**config.mk**
```make
export PLATFORM = sky130hd
export DESIGN_NAME = wishbone_arbiter
export DESIGN_NICKNAME = d
export VERILOG_FILES = /design/src/rtl/wishbone_arbiter.sv
export SDC_FILE = /design/constraint.sdc
export NUM_CORES = 1
export LEC_CHECK = 0
export BUFFER_PORTS_ARGS = -buffer_cell sky130_fd_sc_hd__clkbuf_2
export CAP_MARGIN = 25
export CORE_AREA = 2 2 121 123
export DETAILED_ROUTE_END_ITERATION = 10
export DIE_AREA = 0 0 123 125
export SLEW_MARGIN = 20
export SYNTH_ARGS = -nofsm -noshare
export SYNTH_HDL_FRONTEND = slang
export SYNTH_SLANG_ARGS = --single-unit
```
**constraint.sdc**
```tcl
create_clock -name clk -period 4.2 [get_ports clk]
set_input_delay 0.42 -clock clk [delete_from_list [all_inputs] [get_ports clk]]
set_output_delay 0.42 -clock clk [all_outputs]
set_load 0.01 [all_outputs]
```
**src/rtl/wishbone_arbiter.sv**
```systemverilog
// rtl/wishbone_arbiter.sv - shares one Wishbone classic slave between instr and data masters
// Define WB_ARB_RR_EN for round-robin on simultaneous requests; default is fixed data priority.
module wishbone_arbiter #(
  parameter int XLEN      = 32,
  parameter int MAX_BEATS = 8
) (
  input  logic              clk,
  input  logic              rst_n,
  input  logic [XLEN-1:0]   i_adr,
  input  logic [XLEN/8-1:0] i_sel,
  input  logic              i_we,
  input  logic              i_stb,
  input  logic              i_cyc,
  input  logic [XLEN-1:0]   i_dat_w,
  output logic [XLEN-1:0]   i_dat_r,
  output logic              i_ack,
  input  logic [XLEN-1:0]   d_adr,
  input  logic [XLEN/8-1:0] d_sel,
  input  logic              d_we,
  input  logic              d_stb,
  input  logic              d_cyc,
  input  logic [XLEN-1:0]   d_dat_w,
  output logic [XLEN-1:0]   d_dat_r,
  output logic              d_ack,
  output logic [XLEN-1:0]   s_adr,
  output logic [XLEN/8-1:0] s_sel,
  output logic              s_we,
  output logic              s_stb,
  output logic              s_cyc,
  output logic [XLEN-1:0]   s_dat_w,
  input  logic [XLEN-1:0]   s_dat_r,
  input  logic              s_ack
);

  localparam int CW = $clog2(MAX_BEATS + 1);
  localparam logic [CW-1:0] BEAT_MAX   = CW'(MAX_BEATS);
  localparam logic [CW-1:0] BEAT_LIMIT = CW'(MAX_BEATS - 1);

  typedef enum logic [1:0] {IDLE, GNT_I, GNT_D} state_t;

  state_t        state, state_nxt;
  logic [CW-1:0] beats, beats_nxt;
  logic          last_d, last_d_nxt;
  logic          req_i, req_d, beat, at_limit;

  assign req_i    = i_cyc & i_stb;
  assign req_d    = d_cyc & d_stb;
  assign beat     = s_ack & s_stb;
  // >= rather than == so a saturated counter still yields to a late requester
  assign at_limit = (beats >= BEAT_LIMIT);

  always_ff @(posedge clk or negedge rst_n) begin
    if (!rst_n) begin
      state  <= IDLE;
      beats  <= '0;
      last_d <= 1'b1;
    end else begin
      state  <= state_nxt;
      beats  <= beats_nxt;
      last_d <= last_d_nxt;
    end
  end

  always_comb begin
    state_nxt = state;
    case (state)
      IDLE: begin
        if (req_i && req_d) begin
`ifdef WB_ARB_RR_EN
          state_nxt = last_d ? GNT_I : GNT_D;
`else
          state_nxt = GNT_D;
`endif
        end else if (req_d) begin
          state_nxt = GNT_D;
        end else if (req_i) begin
          state_nxt = GNT_I;
        end
      end
      // A stalled beat (stb high, no ack) never matches either branch, so the grant holds
      GNT_I: begin
        if (!i_cyc)                         state_nxt = req_d ? GNT_D : IDLE;
        else if (beat && at_limit && req_d) state_nxt = GNT_D;
      end
      GNT_D: begin
        if (!d_cyc)                         state_nxt = req_i ? GNT_I : IDLE;
        else if (beat && at_limit && req_i) state_nxt = GNT_I;
      end
      default: state_nxt = IDLE;
    endcase
  end

  always_comb begin
    beats_nxt  = beats;
    last_d_nxt = last_d;
    if (state_nxt != state || state_nxt == IDLE) begin
      beats_nxt = '0;
    end else if (beat && beats != BEAT_MAX) begin
      beats_nxt = beats + CW'(1);
    end
    if (state_nxt != state) begin
      if (state_nxt == GNT_D)      last_d_nxt = 1'b1;
      else if (state_nxt == GNT_I) last_d_nxt = 1'b0;
    end
  end

  always_comb begin
    s_adr   = '0;
    s_sel   = '0;
    s_we    = 1'b0;
    s_stb   = 1'b0;
    s_cyc   = 1'b0;
    s_dat_w = '0;
    i_ack   = 1'b0;
    d_ack   = 1'b0;
    case (state)
      GNT_I: begin
        s_adr   = i_adr;
        s_sel   = i_sel;
        s_we    = i_we;
        s_stb   = i_stb;
        s_cyc   = i_cyc;
        s_dat_w = i_dat_w;
        i_ack   = s_ack;
      end
      GNT_D: begin
        s_adr   = d_adr;
        s_sel   = d_sel;
        s_we    = d_we;
        s_stb   = d_stb;
        s_cyc   = d_cyc;
        s_dat_w = d_dat_w;
        d_ack   = s_ack;
      end
      default: ;
    endcase
  end

  assign i_dat_r = s_dat_r;
  assign d_dat_r = s_dat_r;

endmodule

```
* Word-level counts from Yosys, hierarchy flattened
Index checks and enable logic that the tools add are counted.
** Cells by class
- $add $sub $neg :: 1
- $mul :: 0
- Div/mod/pow operators :: 0
- Order comparisons :: 1
- Equality and inequality tests :: 4
- Shift-type cells :: 0
- Muxes and demuxes :: 20
- Bitwise gates (word level) :: 3
- Reductions and logical operators :: 9
** Operators with widths (number)
- 32-bit one-hot mux with 2 select lines :: 2
- 2-bit 2-to-1 mux :: 8
- 4-bit 2-to-1 mux :: 2
- 4-bit one-hot mux with 2 select lines :: 1
- 1-bit one-hot mux with 2 select lines :: 3
- 2-bit one-hot mux with 3 select lines :: 1
- 1-bit logical AND :: 5
- 4-bit by 1-bit adder with 4-bit output (second input constant) :: 1
- 4-bit by 3-bit >= comparator with 1-bit output (second input constant) :: 1
- 2-bit logical NOT :: 2
- 4-bit inequality test (second input constant) :: 1
- 1-bit bitwise AND :: 3
- 1-bit 2-to-1 mux :: 3
- 2-bit by 1-bit equality test with 1-bit output (second input constant) :: 1
- 2-bit equality test (second input constant) :: 1
- 2-bit inequality test :: 1
- 2-bit nonzero test :: 1
- 1-bit logical OR :: 1
** Storage, ports and cells
- Register bits after elaboration :: 6
- Latch bits :: 0
- Bits in writable memories :: 0
- Memory bits (read-only) :: 0
- Bits of input ports :: 177
- Logic and storage cells :: 40
- Memories :: 0

* Logic depth before layout (Yosys ltp)
Gate-level depths: netlist of the first run.
- Word-level depth :: 11
- Mapped depth :: 9
- Gate-level depth less buffers :: 8

* Worst setup path after synthesis of the first run
OpenSTA, ideal clock, no wires.
- Path type :: register -> register
- From :: register state[0]
- To :: register beats[0]
- Library setup time :: 125 ps
- Arrival :: 1887 ps
- Path slack :: 2188 ps
- Stages on the path, launching flop included :: 10
- Cell sequence :: dfrtp_1 > inv_1 > ha_1 > buf_2 > nand2_1 > nor2b_1 > a311oi_1 > o32a_1 > o211ai_2 > nor2_1
** On the way
- Word-level cells in the longest chain between the ends :: 11
- Elaborated cells on any way between the ends :: 22
- Classes of those cells :: eq/ne (3); mux (10); bitwise (1); reduce/logical (8)
** Ends and longest elaborated chain
- start: declaration :: line 41 : state_t state, state_nxt;
- start signal: assignment :: line 58 : state <= state_nxt;
- 2-bit equality test / 2-bit by 1-bit equality test with 1-bit output (equally long branches) :: line 66, 116
- 1-bit one-hot mux with 2 select lines :: line 116 : case (state)
- 1-bit bitwise AND :: line 48 : assign beat = s_ack & s_stb;
- 1-bit logical AND :: line 83, 87
- 1-bit logical AND (on tied branches) :: line 87, 83
- 2-bit 2-to-1 mux (on tied branches) :: line 87, 83
- 2-bit 2-to-1 mux (on tied branches) :: line 86, 82
- 2-bit one-hot mux with 3 select lines :: line 66 : case (state)
- 2-bit inequality test / 2-bit logical NOT (equally long branches)
- 1-bit logical OR :: line 96 : if (state_nxt != state || state_nxt == IDLE) begin
- 4-bit 2-to-1 mux / 2-bit nonzero test (equally long branches)
- end signal: assignment :: line 59 : beats <= beats_nxt;
- end: declaration :: line 42 : logic [CW-1:0] beats, beats_nxt;
Parallel ways exist; a longest one is shown, timed or not.
A chain may end at the register's enable or synchronous reset.

* Worst setup path after layout of the first run
- From :: register state[0]
- To :: output s_cyc
** On the way
- Word-level cells in the longest chain between the ends :: 2
- Elaborated cells on any way between the ends :: 3
- Classes of those cells :: eq/ne (2); mux (1)
** Ends and longest elaborated chain
- 2-bit equality test / 2-bit by 1-bit equality test with 1-bit output (equally long branches) :: line 116
- 1-bit one-hot mux with 2 select lines * :: line 116
- end: declaration :: line 29 : output logic s_cyc,
Mark *: on every way between the ends. The rest lies on a longest branch, timed or not.

==> results of run 1 <==
## cell type report
class / count / area (µm²) / area share (%)
timing repair buffer: 220 / 1110 / 36.8
sequential: 6 / 150 / 4.99
tap: 184 / 230 / 7.65
multi-input combinational: 196 / 1420 / 47.2
clock buffer: 3 / 75.1 / 2.49
inverter: 7 / 26.3 / 0.873
## final timing paths
path | to | cells past startpoint
max | s_cyc | 5
min | state[0] | 1
max reg2reg | beats[1] | 8
min reg2reg | beats[1] | 2
max in group asynchronous | beats[1] | 1
min in group clk | beats[1] | 2
## worst max-delay path, stage by stage, from the launching register on
cell,delay [ns]
dfrtp_1,0.53
inv_1,0.13
ha_2,0.66
buf_4,0.41
nor2b_1,0.30
clkbuf_2,0.18
## layout by cell type (no fill, tap or decap)
master     count
buf_4          3
a21boi_0       1
dfrtp_1        6
clkbuf_16      3
and2_1         3
and3_4         1
nor2b_1       72
a311oi_1       1
o32a_1         1
mux2i_1        1
xnor2_1        1
nand2b_1       1
nand4b_1       1
inv_1          7
nand4_1        1
o21ai_0        1
a21o_2         1
a21o_1         1
nor2_1         5
a31oi_1        3
a2111oi_2      1
o211ai_2       1
a22oi_1       70
ha_2           3
a21oi_1        6
a32o_1         1
nor3_1         1
nand2_2        1
nand4_2        1
o211ai_1       2
a2111oi_4      1
a22o_4         1
a31oi_2        1
clkbuf_2     217
and3_1         2
o22ai_1        1
ha_1           3
nand2_1        4
xor2_1         1
## kinds of logic after synthesis
kind of cell / count (synthesis) / share of synthesized area (%)
AND/OR/NAND/NOR: 93 / 26.2
XOR/XNOR: 2 / 0.802
AO/OA/AOI/OAI: 94 / 33.8
adder cells (fa/ha/maj): 6 / 3.43
flip-flops: 6 / 6.87
multiplexers: 1 / 0.458
buffers and inverters: 97 / 28.5
## flip-flops by register name (all words and copies together), names as in the netlist
register	cells
beats	4
state	2
## power breakdown
part | total (µW) | switching (µW) | internal, µW
registers | 90.1 | 22.1 | 68.0
logic | 1450 | 800 | 652
clock network | 156 | 33.6 | 122
## stage by stage
| stage | hold WS (ns) | setup slack, ns | util, % | total power [µW] |
|---|---|---|---|---|
| 2_1_floorplan | 0.124 | 2.19 | - | 1160 |
| 3_3_place_gp | 0.255 | 1.48 | 20.7 | 1560 |
| 3_5_place_dp | 0.255 | 1.54 | 20.7 | 1550 |
| 4_1_cts | 0.00846 | 1.26 | 21.2 | 1720 |
| 5_1_grt | 0.0175 | 1.11 | 21.2 | 1870 |
| 6_report | 0.00617 | 1.33 | 21.2 | 1700 |
## per-layer routing
metal / track usage [%] / up-vias
li1: - / 1264
met1: 11.9 / 1192
met2: 15.8 / 163
met3: 2.74 / 19
met4: 3.07 / 0
met5: 0 / -
==> results.txt, run 1 <==
Worst Skew = 0.00409 ns
Die ar. = 15,400 µm²
clock latency on the worst-skew pair = 0.23 ns
Clock Pin Slew Worst Setup and Hold Paths = 0.03 ns
initial antenna violation count = 0
Non-Filler Cell Area, Final = 3010 µm²
unrepaired setup endpoints after global routing = no
Primary FF master, synth = dfrtp_1
fmax = 349 MHz
# fillers = 1,602
#FFs+latches synth = 6
synth cell count leaders = 72 x nor2b_1, 70 x a22oi_1, 64 x buf_4, 15 x clkbuf_1, 7 x inv_1
mean area per synthesized cell = 7.31 µm²
first-pass GRT wire length = 11.8 mm
post-CTS sizing = 0
HP Class = in2async
largest net degree at the start of global routing = 76
first-pass iteration count of the detailed router = 4
GRT Total Usage = 9.56%
H-tree levels = 1
syn_nets = 482
total number of vias = 2,638
Max FO, Critical Path = 40
layout cells sized above 1 = 54.4%
CP Class = reg2out
I/O pins = 314
CTS tree = yes
Antenna Violating Nets Remaining = 0
Synth async-reset ratio = 100%
setup TNS = 0 ns
Synth Instances = 299
Max clock buf depth = 2
initial core utilization = 15.4%
Cells after DPL = 613
top-count cell post-synth = nor2b_1
count of endpoints failing hold in the final timing report = 0
placed cell areas = 2940 µm²
worst slew pin tran = 0.785 ns
reg2reg setup slack = 1.62 ns
Synth area leaders = a22oi_1 24%, buf_4 22%, nor2b_1 21%, dfrtp_1 6.9%, ha_1 3.4%
gr ovfl total = 0
crit share post-route = 68.2%
Core Box Area = 14,200 µm²
DRC Markers = 0
Synth cell types = 40
ant diodes = 0
worst relative slew slack = 47.7%
final number of setup-violating endpoints = 0
CP Capture Type = output pin
Netlist Area Pre-Place = 2190 µm²
Non-Filler Instances = 616
cts hold-fix bufs = 0
Die W = 123 µm
CTS Buf Count = 3
EDFF count, synth = 0
outcome = completed
wirelength, routed = 8.22 mm
metal2 WL = 3.92 mm
sequential fraction of the synthesis area = 6.87%
LEAKAGE = 0.00146 µW
leading area contributor after synthesis = a22oi_1
share of the synthesized area in the top cell type = 24.0%
M1 wire length = 3.26 mm
Final min period = 2.87 ns
pins over their slew limit = 0
yosys warns = 0
VDD IR-drop max = 331 µV
PortBufs = 217
Setup Fix Bufs, Post-CTS = 0
routed vias/inst = 4.28
Met3 Wirelength = 856 µm
crit path DAT = 2.45 ns
CTS Root Cell = clkbuf_16
synthesis-to-finish area growth = 37.7%
DRT iter0 DRCs = 136
CTS sink cnt = 6
RR Startpoint = state[0]
nets@finish = 617
vias in the first global route = 2,273
Critical Path RT = 3.78 ns
Die Height = 125 µm
CP Launch Type = flip-flop
routed length per instance = 13.4 µm
Max-Cap Viols = 0
GP Congestion = 0.725
Pwr Density = 564 nW/µm²
Critical Path Source = state[0]
Final HPWL DP = 6.44 mm
Rows = 44
uppermost routed layer = met4
Power figures use the tool's default switching activity.
==> run 2: changes to the inputs <==
CORE_AREA = 2 2 123 125   (was 2 2 121 123)
DIE_AREA = 0 0 125 127   (was 0 0 123 125)
clock period = 2.8 ns   (was 4.2 ns; I/O delays follow)
==> run 2 against run 1 <==
Effect of this change: die area rose by 3.3%; sequential power rose by 51%; highest routed layer unchanged; critical path depth rose by 3; critical endpoint is now beats[1]; clock power rose by 46%; cell count rose by 0.65%.
==> results.txt, run 2 (synthesis results as in run 1) <==
outcome = completed
I/O pins = 314 (unchanged)
Max-Cap Viols = 0 (unchanged)
synthesis-to-finish area growth = 39.2%
power share of the combinational group = 85.9% (+0.4 points)
Rows = 44 (unchanged)
most frequent cells in the layout = 217 x clkbuf_2, 72 x nor2b_1, 70 x a22oi_1
GRT Total Usage = 9.39% (-0.16 points)
VDD IR-drop max = 446 µV (+35%)
worst relative slew slack = 70.9% (+23 points)
net switching power = 1290 µW (+50%)
Worst Skew = 0.00213 ns (-0.00195 ns)
final number of setup-violating endpoints = 0 (unchanged)
reg2reg setup slack = 0.47 ns (-1.15 ns)
unrepaired setup endpoints after global routing = no
Setup Fix Bufs, Post-CTS = 0 (unchanged)
wirelength, routed = 8.41 mm (+2.2%)
PortBufs = 217 (unchanged)
Die ar. = 15,900 µm² (+3.3%)
crit-path max cell delay = 0.53 ns (-0.13 ns)
vias in the first global route = 2,378 (+4.6%)
CP Launch Type = flip-flop
placed cell areas = 2960 µm² (+0.77%)
Clk pwr share = 8.8% (-0.4 points)
Pwr Density = 846 nW/µm² (+50%)
clock latency on the worst-skew pair = 0.23 ns (about the same)
Cells after DPL = 616 (+0.49%)
CTS sink cnt = 6 (unchanged)
Max clock buf depth = 2 (unchanged)
Critical Path RT = 2.90 ns (-0.88 ns)
R2R cell count = 8 (unchanged)
Clock Pin Slew Worst Setup and Hold Paths = 0.03 ns (about the same)
Pint = 1290 µW (+53%)
RR Startpoint = state[0]
initial antenna violation count = 0 (unchanged)
fmax = 429 MHz
DRC Markers = 0 (unchanged)
routed vias/inst = 4.17 (-2.6%)
Non-Filler Instances = 620 (+0.65%)
largest net degree at the start of global routing = 41 (-46%)
H-tree levels = 1 (unchanged)
LEAKAGE = 0.00148 µW (+1.3%)
Pwr Total = 2580 µW (+52%)
CP Capture Type = flip-flop
ant diodes = 0 (unchanged)
CP Class = reg2reg
Largest register FFs = 4 (unchanged)
critical path cell sequence = inv_1 > ha_2 > buf_4 > and2_1 > nand2_1 > a31oi_1 > mux2i_1 > nor2_1
CTS Buf Count = 3 (unchanged)
first-pass iteration count of the detailed router = 4 (unchanged)
setup TNS = 0 ns (unchanged)
Non-Filler Cell Area, Final = 3040 µm² (+1.1%)
Die Height = 127 µm (+1.6%)
Die W = 125 µm (+1.6%)
most common cell after layout, fill and taps aside = clkbuf_2
DRT iter0 DRCs = 72 (-47%)
Antenna Violating Nets Remaining = 0 (unchanged)
layout cells sized above 1 = 54.6% (+0.19 points)
switching share of power = 49.9% (-0.46 points)
initial core utilization = 15.2% (-0.23 points)
Top reg by flops = beats
gr ovfl total = 0 (unchanged)
crit path DAT = 2.43 ns (-0.02 ns)
WHS = 0.413 ns (+0.407 ns)
Final HPWL DP = 6.82 mm (+6.0%)
total number of vias = 2,587 (-1.9%)
GP Congestion = 0.750 (+3.4%)
Final min period = 2.33 ns
R2R Path End = beats[1]
worst slew pin tran = 0.437 ns (-0.348 ns)
CTS tree = yes
crit share post-route = 83.2%
nets@finish = 621 (+0.65%)
Largest regs = beats (4), state (2)
Core Box Area = 14,400 µm² (+1.6%)
HP Class = in2async
Max FO, Critical Path = 36 (-10%)
CP max stage cell = dfrtp_1
CTS Root Cell = clkbuf_16
routed length per instance = 13.6 µm (+1.6%)
pins over their slew limit = 0 (unchanged)
first-pass GRT wire length = 12.4 mm (+4.6%)
Flop pwr share = 5.3% (about the same)
count of endpoints failing hold in the final timing report = 0 (unchanged)
## run 2: cell count changes in the layout (fill, tap and decap cells not counted), sizes merged
cell / change
buf: +3
dlygate4sd3: +1
## run 2: layer usage
layer	global-route usage (%)	part of all wire, %	routed length, µm
met2	17.2	51	4320
met5	0	0	0
met4	3.20	2.6	220
met1	10.4	37	3100
met3	2.68	9.2	771
## run 2: area by class of cell
type / instances / area [µm²]
clock buffers: 3 / 75.1
multi-input cells: 196 / 1420
repair buffers: 224 / 1140
fillers: 1628 / 11400
flip-flops and latches: 6 / 150
inverters: 7 / 26.3
well taps: 184 / 230
## run 2: critical path, delay by kind of cell (launching register included)
kind,cells,cell delay (ns)
buf+inv,2,0.43
mux,1,0.23
simple gates,3,0.32
flops,1,0.53
compound gates,1,0.31
fa+ha+maj,1,0.37
## run 2: worst max-delay path by stage
stage | startpoint | to | slack, ns | cells past startpoint
floorplan | state[0] | beats[0] | 0.79 | 9
global placement | state[0] | beats[1] | 0.53 | 8
detailed placement | state[0] | beats[1] | 0.49 | 8
CTS | state[0] | beats[1] | 0.48 | 8
global route | state[0] | beats[1] | 0.29 | 8
finish | state[0] | beats[1] | 0.47 | 8
## run 2: timing repair
| item | 4_1_cts | 5_1_grt |
|---|---|---|
| hold endpoints to repair | 6 | 0 |
| gates resized for setup | 0 | 0 |
| endpoints found under the setup margin | 0 | 0 |
| hold buffers | 1 | 0 |
## run 2: power by group through the flow
stage | clock [µW] | sequential, µW | combinational [µW]
2_1_floorplan | 0 | 128 | 1610
3_3_place_gp | 0 | 136 | 2210
3_5_place_dp | 0 | 137 | 2230
4_1_cts | 233 | 136 | 2230
5_1_grt | 236 | 141 | 2440
6_report | 228 | 136 | 2210
## run 2: through the flow
step                      utilization, %  worst slack [ns]
final                               21.1             0.472
after global placement              20.5             0.526
after global routing                21.1             0.293
after detailed placement            20.5             0.488
after CTS                           21.1             0.481
after floorplan                        -             0.788
